### src/rtl/obi_mem_arbiter.sv
// rtl/obi_mem_arbiter.sv - round-robin OBI arbiter sharing one memory port between instr fetch and data
// Request locking keeps a stalled request on the bus; an ID FIFO routes responses back in order.
module obi_mem_arbiter #(
  parameter int ADDR_WIDTH      = 32,
  parameter int DATA_WIDTH      = 32,
  parameter int MAX_OUTSTANDING = 2
) (
  input  logic                                   clk_i,
  input  logic                                   rst_i,
  input  logic                                   instr_req_i,
  output logic                                   instr_gnt_o,
  input  logic [ADDR_WIDTH-1:0]                  instr_addr_i,
  output logic                                   instr_rvalid_o,
  output logic [DATA_WIDTH-1:0]                  instr_rdata_o,
  input  logic                                   data_req_i,
  output logic                                   data_gnt_o,
  input  logic [ADDR_WIDTH-1:0]                  data_addr_i,
  input  logic                                   data_we_i,
  input  logic [DATA_WIDTH/8-1:0]                data_be_i,
  input  logic [DATA_WIDTH-1:0]                  data_wdata_i,
  output logic                                   data_rvalid_o,
  output logic [DATA_WIDTH-1:0]                  data_rdata_o,
  output logic                                   mem_req_o,
  input  logic                                   mem_gnt_i,
  output logic [ADDR_WIDTH-1:0]                  mem_addr_o,
  output logic                                   mem_we_o,
  output logic [DATA_WIDTH/8-1:0]                mem_be_o,
  output logic [DATA_WIDTH-1:0]                  mem_wdata_o,
  input  logic                                   mem_rvalid_i,
  input  logic [DATA_WIDTH-1:0]                  mem_rdata_i,
  output logic [$clog2(MAX_OUTSTANDING+1)-1:0]   outstanding_o,
  output logic                                   err_o
);

  localparam int CNT_W = $clog2(MAX_OUTSTANDING + 1);

  // Source encoding everywhere: 1 = instr, 0 = data.
  logic                       prio_q;
  logic                       lock_valid_q;
  logic                       lock_src_q;
  logic [MAX_OUTSTANDING-1:0] fifo_q, fifo_d;
  logic [CNT_W-1:0]           cnt_q, cnt_d, wr_idx;
  logic                       sel_instr, sel_req, fifo_full, fifo_empty, handshake, pop;

  always_comb begin
    sel_instr = 1'b0;
    if (lock_valid_q) begin
      sel_instr = lock_src_q;
    end else if (instr_req_i && data_req_i) begin
      sel_instr = prio_q;
    end else begin
      sel_instr = instr_req_i;
    end
  end

  assign fifo_full  = (cnt_q == CNT_W'(MAX_OUTSTANDING));
  assign fifo_empty = (cnt_q == '0);
  assign sel_req    = sel_instr ? instr_req_i : data_req_i;
  assign mem_req_o  = sel_req & ~fifo_full;
  assign handshake  = mem_req_o & mem_gnt_i;
  assign pop        = mem_rvalid_i & ~fifo_empty;

  assign mem_addr_o  = sel_instr ? instr_addr_i : data_addr_i;
  assign mem_we_o    = sel_instr ? 1'b0 : data_we_i;
  assign mem_be_o    = sel_instr ? '1 : data_be_i;
  assign mem_wdata_o = sel_instr ? '0 : data_wdata_i;

  assign instr_gnt_o = handshake & sel_instr;
  assign data_gnt_o  = handshake & ~sel_instr;

  assign instr_rvalid_o = pop & fifo_q[0];
  assign data_rvalid_o  = pop & ~fifo_q[0];
  assign instr_rdata_o  = mem_rdata_i;
  assign data_rdata_o   = mem_rdata_i;
  assign outstanding_o  = cnt_q;

  // Shift FIFO with head at bit 0; a push lands one slot lower when it coincides with a pop.
  always_comb begin
    fifo_d = fifo_q;
    wr_idx = cnt_q;
    if (pop) begin
      fifo_d = fifo_q >> 1;
      wr_idx = cnt_q - CNT_W'(1);
    end
    if (handshake) begin
      for (int i = 0; i < MAX_OUTSTANDING; i++) begin
        if (CNT_W'(i) == wr_idx) fifo_d[i] = sel_instr;
      end
    end
    cnt_d = cnt_q + CNT_W'(handshake) - CNT_W'(pop);
  end

  always_ff @(posedge clk_i or posedge rst_i) begin
    if (rst_i) begin
      prio_q       <= 1'b0;
      lock_valid_q <= 1'b0;
      lock_src_q   <= 1'b0;
      fifo_q       <= '0;
      cnt_q        <= '0;
      err_o        <= 1'b0;
    end else begin
      fifo_q <= fifo_d;
      cnt_q  <= cnt_d;
      if (mem_rvalid_i && fifo_empty) err_o <= 1'b1;
      if (handshake) begin
        prio_q       <= ~sel_instr;
        lock_valid_q <= 1'b0;
      end else if (mem_req_o) begin
        lock_valid_q <= 1'b1;
        lock_src_q   <= sel_instr;
      end
    end
  end

endmodule

### config.mk
export PLATFORM = sky130hd
export DESIGN_NAME = obi_mem_arbiter
export DESIGN_NICKNAME = d
export VERILOG_FILES = /design/src/rtl/obi_mem_arbiter.sv
export SDC_FILE = /design/constraint.sdc
export NUM_CORES = 1
export LEC_CHECK = 0
export BUFFER_PORTS_ARGS = -buffer_cell sky130_fd_sc_hd__buf_2
export CORE_AREA = 2 2 109 111
export CTS_CLUSTER_SIZE = 14
export DETAILED_ROUTE_END_ITERATION = 12
export DIE_AREA = 0 0 111 113
export MAX_ROUTING_LAYER = met4
export PLACE_DENSITY_LB_ADDON = 0.05
export SLEW_MARGIN = 20
export SYNTH_ARGS = -nofsm -noshare
export SYNTH_HDL_FRONTEND = slang
export SYNTH_SLANG_ARGS = --single-unit
### constraint.sdc
create_clock -name clk_i -period 2.35 [get_ports clk_i]
set_input_delay 0.1175 -clock clk_i [delete_from_list [all_inputs] [get_ports clk_i]]
set_output_delay 0.1175 -clock clk_i [all_outputs]
set_load 0.02 [all_outputs]
==> results of run 1 <==
Yosys cell counts:
library cell	number	area, um2
sky130_fd_sc_hd__a211oi_1	2	15.0
sky130_fd_sc_hd__a21o_1	3	22.5
sky130_fd_sc_hd__a21oi_1	1	5.00
sky130_fd_sc_hd__and2_1	34	213
sky130_fd_sc_hd__buf_12	3	60.1
sky130_fd_sc_hd__buf_2	1	5.00
sky130_fd_sc_hd__buf_4	64	480
sky130_fd_sc_hd__buf_6	2	22.5
sky130_fd_sc_hd__clkbuf_1	3	11.3
sky130_fd_sc_hd__dfrtp_1	8	200
sky130_fd_sc_hd__ha_1	4	50.1
sky130_fd_sc_hd__inv_1	8	30.0
sky130_fd_sc_hd__inv_4	1	6.26
sky130_fd_sc_hd__mux2_2	1	11.3
sky130_fd_sc_hd__mux2_4	32	480
sky130_fd_sc_hd__nand2_1	4	15.0
sky130_fd_sc_hd__nand2b_1	5	31.3
sky130_fd_sc_hd__nand3b_1	1	7.51
sky130_fd_sc_hd__nand4_1	5	31.3
sky130_fd_sc_hd__nor2_1	5	18.8
sky130_fd_sc_hd__nor2b_4	1	13.8
sky130_fd_sc_hd__nor3b_1	1	7.51
sky130_fd_sc_hd__o211a_4	1	17.5
sky130_fd_sc_hd__o211ai_1	1	7.51
sky130_fd_sc_hd__o21a_1	1	7.51
sky130_fd_sc_hd__o21ai_0	1	5.00
sky130_fd_sc_hd__o21ba_2	1	10.0
sky130_fd_sc_hd__o311ai_2	1	16.3
sky130_fd_sc_hd__o31a_1	1	8.76
sky130_fd_sc_hd__o31ai_1	1	7.51
sky130_fd_sc_hd__xnor2_1	2	17.5
per-stage QoR:
stage	area, um2	hold slack, ns	cells	total power, mW
after floorplan	1840	-0.0668	199	1.90
after global placement	2370	0.114	455	2.27
after detailed placement	2370	0.107	455	2.25
after CTS	2460	0.113	459	2.54
after global routing	2460	0.131	459	2.67
final	2460	0.115	459	2.49
layer usage:
metal | global-route usage | vias to the layer above | share of wire
met5 | - | - | 0
met4 | 0.0233 | 0 | 0.0052
met3 | 0.0316 | 5 | 0.10
met2 | 0.189 | 108 | 0.53
met1 | 0.107 | 745 | 0.36
li1 | - | 823 | -
cell type report:
type,count,area share
Tap cell,143,0.0727
Clock buffer,3,0.0305
Inverter,9,0.0148
Multi-Input combinational cell,109,0.415
Timing Repair Buffer,187,0.386
Sequential cell,8,0.0814
sequential cells by signal (all words and copies together), names as in the netlist:
name	cells
lock_valid_q	1
err_o	1
lock_src_q	1
outstanding_o	2
fifo_q	2
prio_q	1
layout by cell type, fill, tap and decap left out:
master	n
sky130_fd_sc_hd__buf_4	3
sky130_fd_sc_hd__nand2b_1	5
sky130_fd_sc_hd__inv_1	8
sky130_fd_sc_hd__and2_1	34
sky130_fd_sc_hd__o311ai_2	1
sky130_fd_sc_hd__o21ba_2	1
sky130_fd_sc_hd__nor2b_4	1
sky130_fd_sc_hd__mux2_2	1
sky130_fd_sc_hd__nand3b_1	1
sky130_fd_sc_hd__dfrtp_1	8
sky130_fd_sc_hd__nand4_1	5
sky130_fd_sc_hd__nor2_1	5
sky130_fd_sc_hd__o31ai_1	1
sky130_fd_sc_hd__a21oi_1	1
sky130_fd_sc_hd__a211oi_1	2
sky130_fd_sc_hd__nand2_1	4
sky130_fd_sc_hd__mux2_4	32
sky130_fd_sc_hd__o31a_2	1
sky130_fd_sc_hd__o21ai_0	1
sky130_fd_sc_hd__xnor2_1	2
sky130_fd_sc_hd__o21a_1	1
sky130_fd_sc_hd__buf_2	183
sky130_fd_sc_hd__o211ai_1	1
sky130_fd_sc_hd__a21o_1	3
sky130_fd_sc_hd__nor3b_1	1
sky130_fd_sc_hd__o211a_4	1
sky130_fd_sc_hd__ha_1	4
sky130_fd_sc_hd__inv_4	1
sky130_fd_sc_hd__dlygate4sd3_1	1
sky130_fd_sc_hd__clkbuf_16	3
worst max-delay path, cell delays in order (launching register included):
cell and delay (ns):
sky130_fd_sc_hd__dfrtp_1 0.38, sky130_fd_sc_hd__inv_1 0.11, sky130_fd_sc_hd__ha_1 0.21, sky130_fd_sc_hd__o21ba_2 0.28, sky130_fd_sc_hd__o211a_4 0.23, sky130_fd_sc_hd__inv_4 0.06, sky130_fd_sc_hd__ha_1 0.27, sky130_fd_sc_hd__inv_1 0.04
sky130_fd_sc_hd__ha_1 0.18, sky130_fd_sc_hd__xnor2_1 0.17, sky130_fd_sc_hd__xnor2_1 0.13
path summary, 6_finish.rpt:
| path | startpoint | to | slack [ns] | cells past startpoint |
|---|---|---|---|---|
| max | outstanding_o[0] | outstanding_o[1] | 0.21 | 10 |
| min | mem_rvalid_i | err_o | 0.11 | 2 |
| max reg2reg | outstanding_o[0] | outstanding_o[1] | 0.21 | 10 |
| max in group asynchronous | rst_i | fifo_q[0] | 1.69 | 3 |
| min in group asynchronous | rst_i | err_o | 0.40 | 3 |
| min reg2reg | err_o | err_o | 0.45 | 1 |
repair_timing:
action / CTS / global route
endpoints found under the hold margin: 8 / 0
hold buffers: 1 / 0
gates resized for setup: 0 / 0
endpoints found under the setup margin: 0 / 0
buffers inserted: 0 / 0
power by group through the flow:
stage	Combinational, mW	Sequential, mW	Clock [mW]
after global routing	2.11	0.262	0.301
after CTS	2.00	0.251	0.294
final	1.96	0.248	0.282
after global placement	2.02	0.252	0
after detailed placement	1.99	0.252	0
after floorplan	1.64	0.262	0
kinds of logic after synthesis:
group / Yosys count / synth area share
muxes: 33 / 0.268
xor gates and xnor gates: 2 / 0.00955
DFF: 8 / 0.109
AOI/OAI and AO/OA: 14 / 0.0668
buffers and inverters: 82 / 0.335
adders and majority gates: 4 / 0.0273
and+or+nand+nor: 56 / 0.184
==> out/results.ini, run 1 <==
[worst_setup_path]
worst-endpoint-arrival_ns=2.29
worstSetupPathType=flop to flop
critPathMaxFanout=8
cp-start-kind=flop
worst_ep_required_time_ns=2.50
critPathCaptureType=flop

[power_and_ir_drop]
total_switching_power_mw=1.24
p_per_area_nw_per_um2=1010
pwr-share-seq=0.100
power_leakage_nw=1.43
pwr-share-comb=0.787
power.internal_mw=1.24
switching_share=0.500
vdd.ir_drop.worst_uv=410
share_clk_of_total_power=0.113

[placement]
dp_worst_setup_slack_ns=0.209
dp.final_hpwl_mm=6.04
gp_congestion=0.694
port-buffer-count=183

[detailed_routing]
vias_per_cell=3.66
drt-wirelength-per-cell_um=15.0
finalWirelength_mm=6.86
number_of_nets_with_antenna_violations_after_detailed_routing=0
via_count=1681
drt-pass1-iter-count=4
dr.first_iter.drc_count=67
detail_route.drc_violations=0

[synthesis]
netlist_instances=199
ys_warn_count=0
synth.net_count=342
synth.distinct_cells=31
mappedNetlistArea_um2=1840
synth_sequential_area_ratio=0.109
postSynthAreaPerCell_um2=9.22
ys_seq_elements=8

[global_route]
grt_pass1_vias=1585
grt_start_max_net_pins=45
gr-total-overflow=0
number_of_antenna_violations_at_the_first_check_in_global_routing=0
grt_first_pass_wirelength_mm=9.63
globalRouteTotalUtil=0.102

[sta]
fin_worst_skew_ns=0.00107
drv_slew=0
accumulated_negative_setup_slack_ns=0
tightest_slew_ns=0.649
rsz_0062_raised_after_global_routing=no
slew-limit-headroom=0.564
timing.final.setup_violations=0
period_share=0.911
report.final.hold_viol_count=0
postLayoutSetupSlackWorst_ns=0.209
maximum_frequency_from_static_timing_analysis_mhz=467
layout_min_cycle_time_ns=2.14

[layout]
seqCellArea_um2=200
area_growth_syn_to_layout_pct=34.0
area_used_by_multi_input_combinational_logic_um2=1020
drive_above_1_share=0.722
design.final.nets=461
antenna_cells_inserted=0
fillers=1274
utilization=0.218

[outcome]
run_status=finished clean

[die]
die_area_um2=12500
io_pins=280
die-height_um=113
core_um2=11300
initial_cell_density_of_the_core=0.163
num_rows=39
die_width_um=111

[clocking]
cts_root_buf=sky130_fd_sc_hd__clkbuf_16
htree_num_levels=1
tritoncts_clock_tree=done
tritoncts_num_sinks=8
clk-insertion-delay-late_ns=0.23
cts_max_path_buffers=2
cts_made_buffers=3
clk_pin_slew_worst_paths_ns=0.04

[run]
maxCapViolations=0

[worst_hold_path]
holdCritPathClass=input pin to flop

Power figures use the tool's default switching activity.
==> run 2: changes to the inputs <==
CTS_BUF_LIST = sky130_fd_sc_hd__clkbuf_16   (was unset)
RECOVER_POWER = 100   (was unset)
==> run 2 against run 1 <==
Against the previous run: fmax shrank 0.14%; count of clock-buffer cells in the layout is the same; combinational power shrank 11%; die area is the same; worst setup slack lost 0.0031 ns; total power shrank 8.5%; register-to-register slack is essentially flat.
==> out/results.ini, run 2 (synthesis gave the netlist of run 1 again) <==
[placement]
gp_congestion=0.694  ; unchanged
dp.final_hpwl_mm=6.04  ; unchanged
port-buffer-count=183  ; unchanged
dp_worst_setup_slack_ns=0.209  ; unchanged
numPlacedInstances=455  ; unchanged

[clocking]
cts_max_path_buffers=2  ; unchanged
clk_pin_slew_worst_paths_ns=0.04  ; about the same
clk-insertion-delay-late_ns=0.23  ; about the same
tritoncts_clock_tree=done  ; unchanged
tritoncts_num_sinks=8  ; unchanged
cts_made_buffers=3  ; unchanged
htree_num_levels=1  ; unchanged
cts_root_buf=sky130_fd_sc_hd__clkbuf_16  ; unchanged
cts_setup_buffers=0  ; unchanged

[layout]
antenna_cells_inserted=0  ; unchanged
final_cell_mix=sky130_fd_sc_hd__buf_2, sky130_fd_sc_hd__clkbuf_1, sky130_fd_sc_hd__mux2_1  ; was sky130_fd_sc_hd__buf_2, sky130_fd_sc_hd__and2_1, sky130_fd_sc_hd__mux2_4
most_common_cell_after_layout_fill_and_taps_aside=sky130_fd_sc_hd__buf_2  ; unchanged
area_growth_syn_to_layout_pct=25.6  ; was 34.0%
design.final.nets=461  ; unchanged
drive_above_1_share=0.506  ; was 0.722
post_layout_nonfiller_instances=459  ; unchanged
utilization=0.204  ; was 0.218

[worst_setup_path]
worst-endpoint-arrival_ns=2.30  ; was 2.29 ns
critPathMaxFanout=8  ; unchanged
cp-startpoint=outstanding_o[0]  ; unchanged
worstSetupPathType=flop to flop  ; unchanged
critPathCaptureType=flop  ; unchanged
worst_ep_required_time_ns=2.50  ; about the same
crit-reg2reg-launch=outstanding_o[0]  ; unchanged
cp-start-kind=flop  ; unchanged

[die]
die_width_um=111  ; unchanged
io_pins=280  ; unchanged
core_um2=11300  ; unchanged
initial_cell_density_of_the_core=0.163  ; unchanged
num_rows=39  ; unchanged
die-height_um=113  ; unchanged
die_area_um2=12500  ; unchanged

[sta]
rsz_0062_raised_after_global_routing=no  ; unchanged
maximum_frequency_from_static_timing_analysis_mhz=466  ; was 467 MHz
accumulated_negative_setup_slack_ns=0  ; unchanged
slew-limit-headroom=0.566  ; was 0.564
drv_slew=0  ; unchanged
tightest_slew_ns=0.645  ; was 0.649 ns
layout_min_cycle_time_ns=2.14  ; about the same
report.final.hold_viol_count=0  ; unchanged
fin_hold_ws_ns=0.115  ; about the same
period_share=0.912  ; was 0.911
postLayoutSetupSlackWorst_ns=0.206  ; was 0.209 ns
timing.final.setup_violations=0  ; unchanged
fin_worst_skew_ns=0.00100  ; was 0.00107 ns

[power_and_ir_drop]
vdd.ir_drop.worst_uv=378  ; was 410 uV
p_per_area_nw_per_um2=988  ; was 1010 nW/um2
power_leakage_nw=1.17  ; was 1.43 nW

[outcome]
run_status=finished clean  ; unchanged

[detailed_routing]
via_count=1688  ; was 1681
drt-wirelength-per-cell_um=15.1  ; was 15.0 um
finalWirelength_mm=6.93  ; was 6.86 mm
vias_per_cell=3.68  ; was 3.66
dr.first_iter.drc_count=33  ; was 67
drt-pass1-iter-count=4  ; unchanged
number_of_nets_with_antenna_violations_after_detailed_routing=0  ; unchanged
detail_route.drc_violations=0  ; unchanged

[global_route]
grt_first_pass_wirelength_mm=9.63  ; unchanged
number_of_antenna_violations_at_the_first_check_in_global_routing=0  ; unchanged
grt_start_max_net_pins=45  ; unchanged
gr-total-overflow=0  ; unchanged
grt_pass1_vias=1585  ; unchanged
globalRouteTotalUtil=0.102  ; unchanged

[run]
maxCapViolations=0  ; unchanged

[worst_hold_path]
worstHoldStart=mem_rvalid_i  ; unchanged
holdCritPathClass=input pin to flop  ; unchanged

run 2: changes by cell type in the layout (fill, tap and decap cells not counted):
cell	before	now
sky130_fd_sc_hd__and2_0	0	9
sky130_fd_sc_hd__mux2_1	0	27
sky130_fd_sc_hd__clkbuf_1	0	41
sky130_fd_sc_hd__buf_4	3	2
sky130_fd_sc_hd__mux2_4	32	5
sky130_fd_sc_hd__and2_1	34	25
sky130_fd_sc_hd__buf_2	183	143
run 2: layout make-up:
| cell class | instances | area, um2 |
|---|---|---|
| Fill cell | 1317 | 8970 |
| Multi-Input combinational cell | 109 | 920 |
| Timing Repair Buffer | 187 | 895 |
| Sequential cell | 8 | 200 |
| Tap cell | 143 | 179 |
| Clock buffer | 3 | 75.1 |
| Inverter | 9 | 36.3 |
run 2: path summary, 6_finish.rpt:
check | to | slack (ns) | cells past startpoint
min in group asynchronous | err_o | 0.40 | 3
max in group asynchronous | fifo_q[0] | 1.68 | 3
worst min register to register | err_o | 0.45 | 1
worst max-delay path | outstanding_o[1] | 0.21 | 10
worst max register to register | outstanding_o[1] | 0.21 | 10
worst min-delay path | err_o | 0.11 | 2
run 2: layer usage:
| layer | global-route usage | vias up | part of all wire |
|---|---|---|---|
| met5 | - | - | 0 |
| met4 | 0.0233 | 0 | 0.0052 |
| met3 | 0.0316 | 5 | 0.097 |
| met2 | 0.189 | 106 | 0.53 |
| met1 | 0.107 | 753 | 0.37 |
| li1 | - | 824 | - |
run 2: worst max-delay path, stage by stage, from the launching register on:
cell	delay, ns
sky130_fd_sc_hd__dfrtp_1	0.38
sky130_fd_sc_hd__inv_1	0.11
sky130_fd_sc_hd__ha_1	0.21
sky130_fd_sc_hd__o21ba_2	0.28
sky130_fd_sc_hd__o211a_4	0.23
sky130_fd_sc_hd__inv_4	0.06
sky130_fd_sc_hd__ha_1	0.27
sky130_fd_sc_hd__inv_1	0.04
sky130_fd_sc_hd__ha_1	0.18
sky130_fd_sc_hd__xnor2_1	0.17
sky130_fd_sc_hd__xnor2_1	0.13
run 2: repair_timing:
action	CTS	global route
endpoints found under the hold margin	8	0
resized for setup	0	0
hold buffers	1	0
run 2: power by group:
| part | total (mW) | switching [mW] | internal (mW) | leakage (nW) |
|---|---|---|---|---|
| logic | 1.75 | 1.11 | 0.640 | 1.04 |
| clock network | 0.282 | 0.0628 | 0.219 | 0.0370 |
| registers | 0.249 | 0.0565 | 0.192 | 0.0951 |
| total | 2.28 | 1.22 | 1.05 | 1.17 |
run 2: metrics by stage:
stage / cell area (um2) / power [mW]
3_3_place_gp: 2370 / 2.27
2_1_floorplan: 1840 / 1.90
6_report: 2300 / 2.28
3_5_place_dp: 2370 / 2.25
4_1_cts: 2460 / 2.54
5_1_grt: 2300 / 2.47
==> run 3: changes to the inputs <==
BUFFER_PORTS_ARGS = unset   (was -buffer_cell sky130_fd_sc_hd__buf_2)
CORE_AREA = 2 2 108 110   (was 2 2 109 111)
DIE_AREA = 0 0 110 112   (was 0 0 111 113)
DONT_BUFFER_PORTS = 1   (was unset)
RECOVER_POWER = 25   (was 100)
==> run 3 against run 2 <==
Against the previous run: critical path depth stayed put; hold slack better by 0.031 ns; clock skew is 0.0021 ns higher; critical path type unchanged; critical endpoint unchanged; highest routed layer unchanged; register-to-register slack better by 0.07 ns; cell area is 31% lower; worst setup slack better by 0.071 ns; sequential power is 5% lower; final cell count is 39% lower; global-route usage is 3.1 points lower; sequential share of layout area is 3.9 points higher; via count is 37% lower.
==> out/results.ini, run 3 (synthesis gave the netlist of run 1 again) <==
[placement]
port-buffer-count=0  ; was 183
dp.final_hpwl_mm=4.26  ; was 6.04 mm
gp_congestion=0.643  ; was 0.694

[power_and_ir_drop]
pwr-share-comb=0.755  ; was 0.767
design_power_total_mw=2.13  ; was 2.28 mW
switching_share=0.532  ; was 0.538
power.internal_mw=0.996  ; was 1.05 mW
share_clk_of_total_power=0.134  ; was 0.124
power_leakage_nw=0.717  ; was 1.17 nW
pwr-share-seq=0.111  ; was 0.109
vdd.ir_drop.worst_uv=349  ; was 378 uV
total_switching_power_mw=1.13  ; was 1.22 mW
p_per_area_nw_per_um2=1340  ; was 988 nW/um2

[detailed_routing]
dr.first_iter.drc_count=45  ; was 33
finalWirelength_mm=4.92  ; was 6.93 mm
via_count=1071  ; was 1688
detail_route.drc_violations=0  ; unchanged
drt-pass1-iter-count=4  ; unchanged
vias_per_cell=3.81  ; was 3.68
drt-wirelength-per-cell_um=17.5  ; was 15.1 um
number_of_nets_with_antenna_violations_after_detailed_routing=0  ; unchanged

[worst_hold_path]
worst_hold_path.endpoint=lock_src_q  ; was err_o
worstHoldStart=mem_gnt_i  ; was mem_rvalid_i
holdCritPathClass=input pin to flop  ; unchanged
hold_critical_path_depth=3  ; was 2

[die]
io_pins=280  ; unchanged
num_rows=39  ; unchanged
initial_cell_density_of_the_core=0.164  ; was 0.163
die-height_um=112  ; was 113 um
die_width_um=110  ; was 111 um
die_area_um2=12300  ; was 12500 um2
core_um2=11200  ; was 11300 um2

[layout]
drive_above_1_share=0.346  ; was 0.506
most_common_cell_after_layout_fill_and_taps_aside=sky130_fd_sc_hd__and2_1  ; was sky130_fd_sc_hd__buf_2
design.final.nets=281  ; was 461
area_growth_syn_to_layout_pct=-13.6  ; was 25.6%
final_cell_mix=sky130_fd_sc_hd__and2_1, sky130_fd_sc_hd__mux2_4, sky130_fd_sc_hd__inv_1, sky130_fd_sc_hd__dfrtp_1  ; was sky130_fd_sc_hd__buf_2, sky130_fd_sc_hd__clkbuf_1, sky130_fd_sc_hd__mux2_1

[worst_setup_path]
cpMaxStageDelayCell=sky130_fd_sc_hd__dfrtp_1  ; unchanged
crit_path_max_incr_delay_ns=0.33  ; was 0.38 ns
cp-startpoint=outstanding_o[0]  ; unchanged
worstSetupPathType=flop to flop  ; unchanged
cp-start-kind=flop  ; unchanged
worst_ep_required_time_ns=2.50  ; about the same
rr_endpoint=outstanding_o[1]  ; unchanged
cpMostUsedCell=sky130_fd_sc_hd__ha_1  ; unchanged
critPathMaxFanout=8  ; unchanged
worst-endpoint-arrival_ns=2.23  ; was 2.30 ns
worstPathCellList=inv_1 > ha_1 > o21ba_2 > o211a_4 > inv_4 > ha_1 > inv_1 > ha_1 > xnor2_1 > xnor2_1  ; unchanged
crit-reg2reg-launch=outstanding_o[0]  ; unchanged
reg2reg_setup_slack_ns=0.28  ; was 0.21 ns
worstRegToRegCells=10  ; unchanged
critPathCaptureType=flop  ; unchanged

[sta]
slew-limit-headroom=0.584  ; was 0.566
maximum_frequency_from_static_timing_analysis_mhz=482  ; was 466 MHz
accumulated_negative_setup_slack_ns=0  ; unchanged
fin_worst_skew_ns=0.00309  ; was 0.00100 ns
rsz_0062_raised_after_global_routing=no  ; unchanged
tightest_slew_ns=0.619  ; was 0.645 ns
layout_min_cycle_time_ns=2.07  ; was 2.14 ns
period_share=0.882  ; was 0.912
report.final.hold_viol_count=0  ; unchanged
timing.final.setup_violations=0  ; unchanged
drv_slew=0  ; unchanged

[global_route]
globalRouteTotalUtil=0.0714  ; was 0.102
number_of_antenna_violations_at_the_first_check_in_global_routing=2  ; was 0
gr-total-overflow=0  ; unchanged
grt_start_max_net_pins=67  ; was 45
grt_first_pass_wirelength_mm=6.40  ; was 9.63 mm
grt_pass1_vias=1053  ; was 1585

[clocking]
clk_pin_slew_worst_paths_ns=0.04  ; about the same
cts_made_buffers=3  ; unchanged
cts_max_path_buffers=2  ; unchanged
tritoncts_num_sinks=8  ; unchanged
clk-insertion-delay-late_ns=0.23  ; about the same
htree_num_levels=1  ; unchanged
postCtsResizedCells=0  ; unchanged
cts_root_buf=sky130_fd_sc_hd__clkbuf_16  ; unchanged
tritoncts_clock_tree=done  ; unchanged

[run]
maxCapViolations=0  ; unchanged

[outcome]
run_status=finished clean  ; unchanged

run 3: per-stage QoR:
stage / utilization / hold slack (ns) / instance area [um2] / setup WS [ns] / instances
2_1_floorplan: - / -0.0668 / 1840 / 0.196 / 199
3_3_place_gp: 0.133 / 0.00896 / 1490 / 0.294 / 274
3_5_place_dp: 0.133 / 0.00763 / 1490 / 0.269 / 274
4_1_cts: 0.142 / 0.147 / 1580 / 0.249 / 279
5_1_grt: 0.142 / 0.185 / 1590 / 0.0689 / 281
6_report: 0.142 / 0.146 / 1590 / 0.276 / 281
run 3: how the worst max path moves through the flow:
stage                  endpoint  slack (ns)  depth (start not counted)
3_5_place_dp   outstanding_o[1]        0.27                         10
3_3_place_gp   outstanding_o[1]        0.29                         10
4_1_cts        outstanding_o[1]        0.25                         10
6_report       outstanding_o[1]        0.28                         10
5_1_grt        outstanding_o[1]        0.07                         10
2_1_floorplan  outstanding_o[1]        0.20                         10
run 3: final cells by class:
cell class | instances | area, um2
fillers | 1271 | 9590
multi-input cells | 109 | 1020
flip-flops and latches | 8 | 200
well taps | 143 | 179
clock buffers | 3 | 75.1
repair buffers | 7 | 70.1
inverters | 9 | 36.3
diodes | 2 | 5.00
run 3: worst max-delay path, delay by kind of cell, from the launching register on:
| family | cells | cell delay (ns) |
|---|---|---|
| buffers and inverters | 3 | 0.18 |
| flip-flops | 1 | 0.33 |
| XOR/XNOR | 2 | 0.31 |
| AO/OA/AOI/OAI | 2 | 0.50 |
| adder cells (fa/ha/maj) | 3 | 0.65 |
run 3: repair_timing:
item | in CTS | in global routing
setup buffers | 0 | 0
hold endpoints to repair | 9 | 0
hold buffers | 2 | 0
run 3: power by group through the flow:
| stage | Clock, mW | Combinational, mW | Sequential (mW) |
|---|---|---|---|
| 5_1_grt | 0.300 | 1.75 | 0.243 |
| 6_report | 0.285 | 1.61 | 0.236 |
| 3_5_place_dp | 0 | 1.64 | 0.239 |
| 3_3_place_gp | 0 | 1.65 | 0.242 |
| 2_1_floorplan | 0 | 1.64 | 0.262 |
| 4_1_cts | 0.296 | 1.64 | 0.238 |
run 3: layer usage:
layer  vias to the layer above  GRT usage  routed length [um]
li1                        463          -                   -
met5                         -          -                   0
met4                         0     0.0194                  29
met1                       486     0.0764                1740
met3                         6     0.0304                 657
met2                       116      0.119                2500
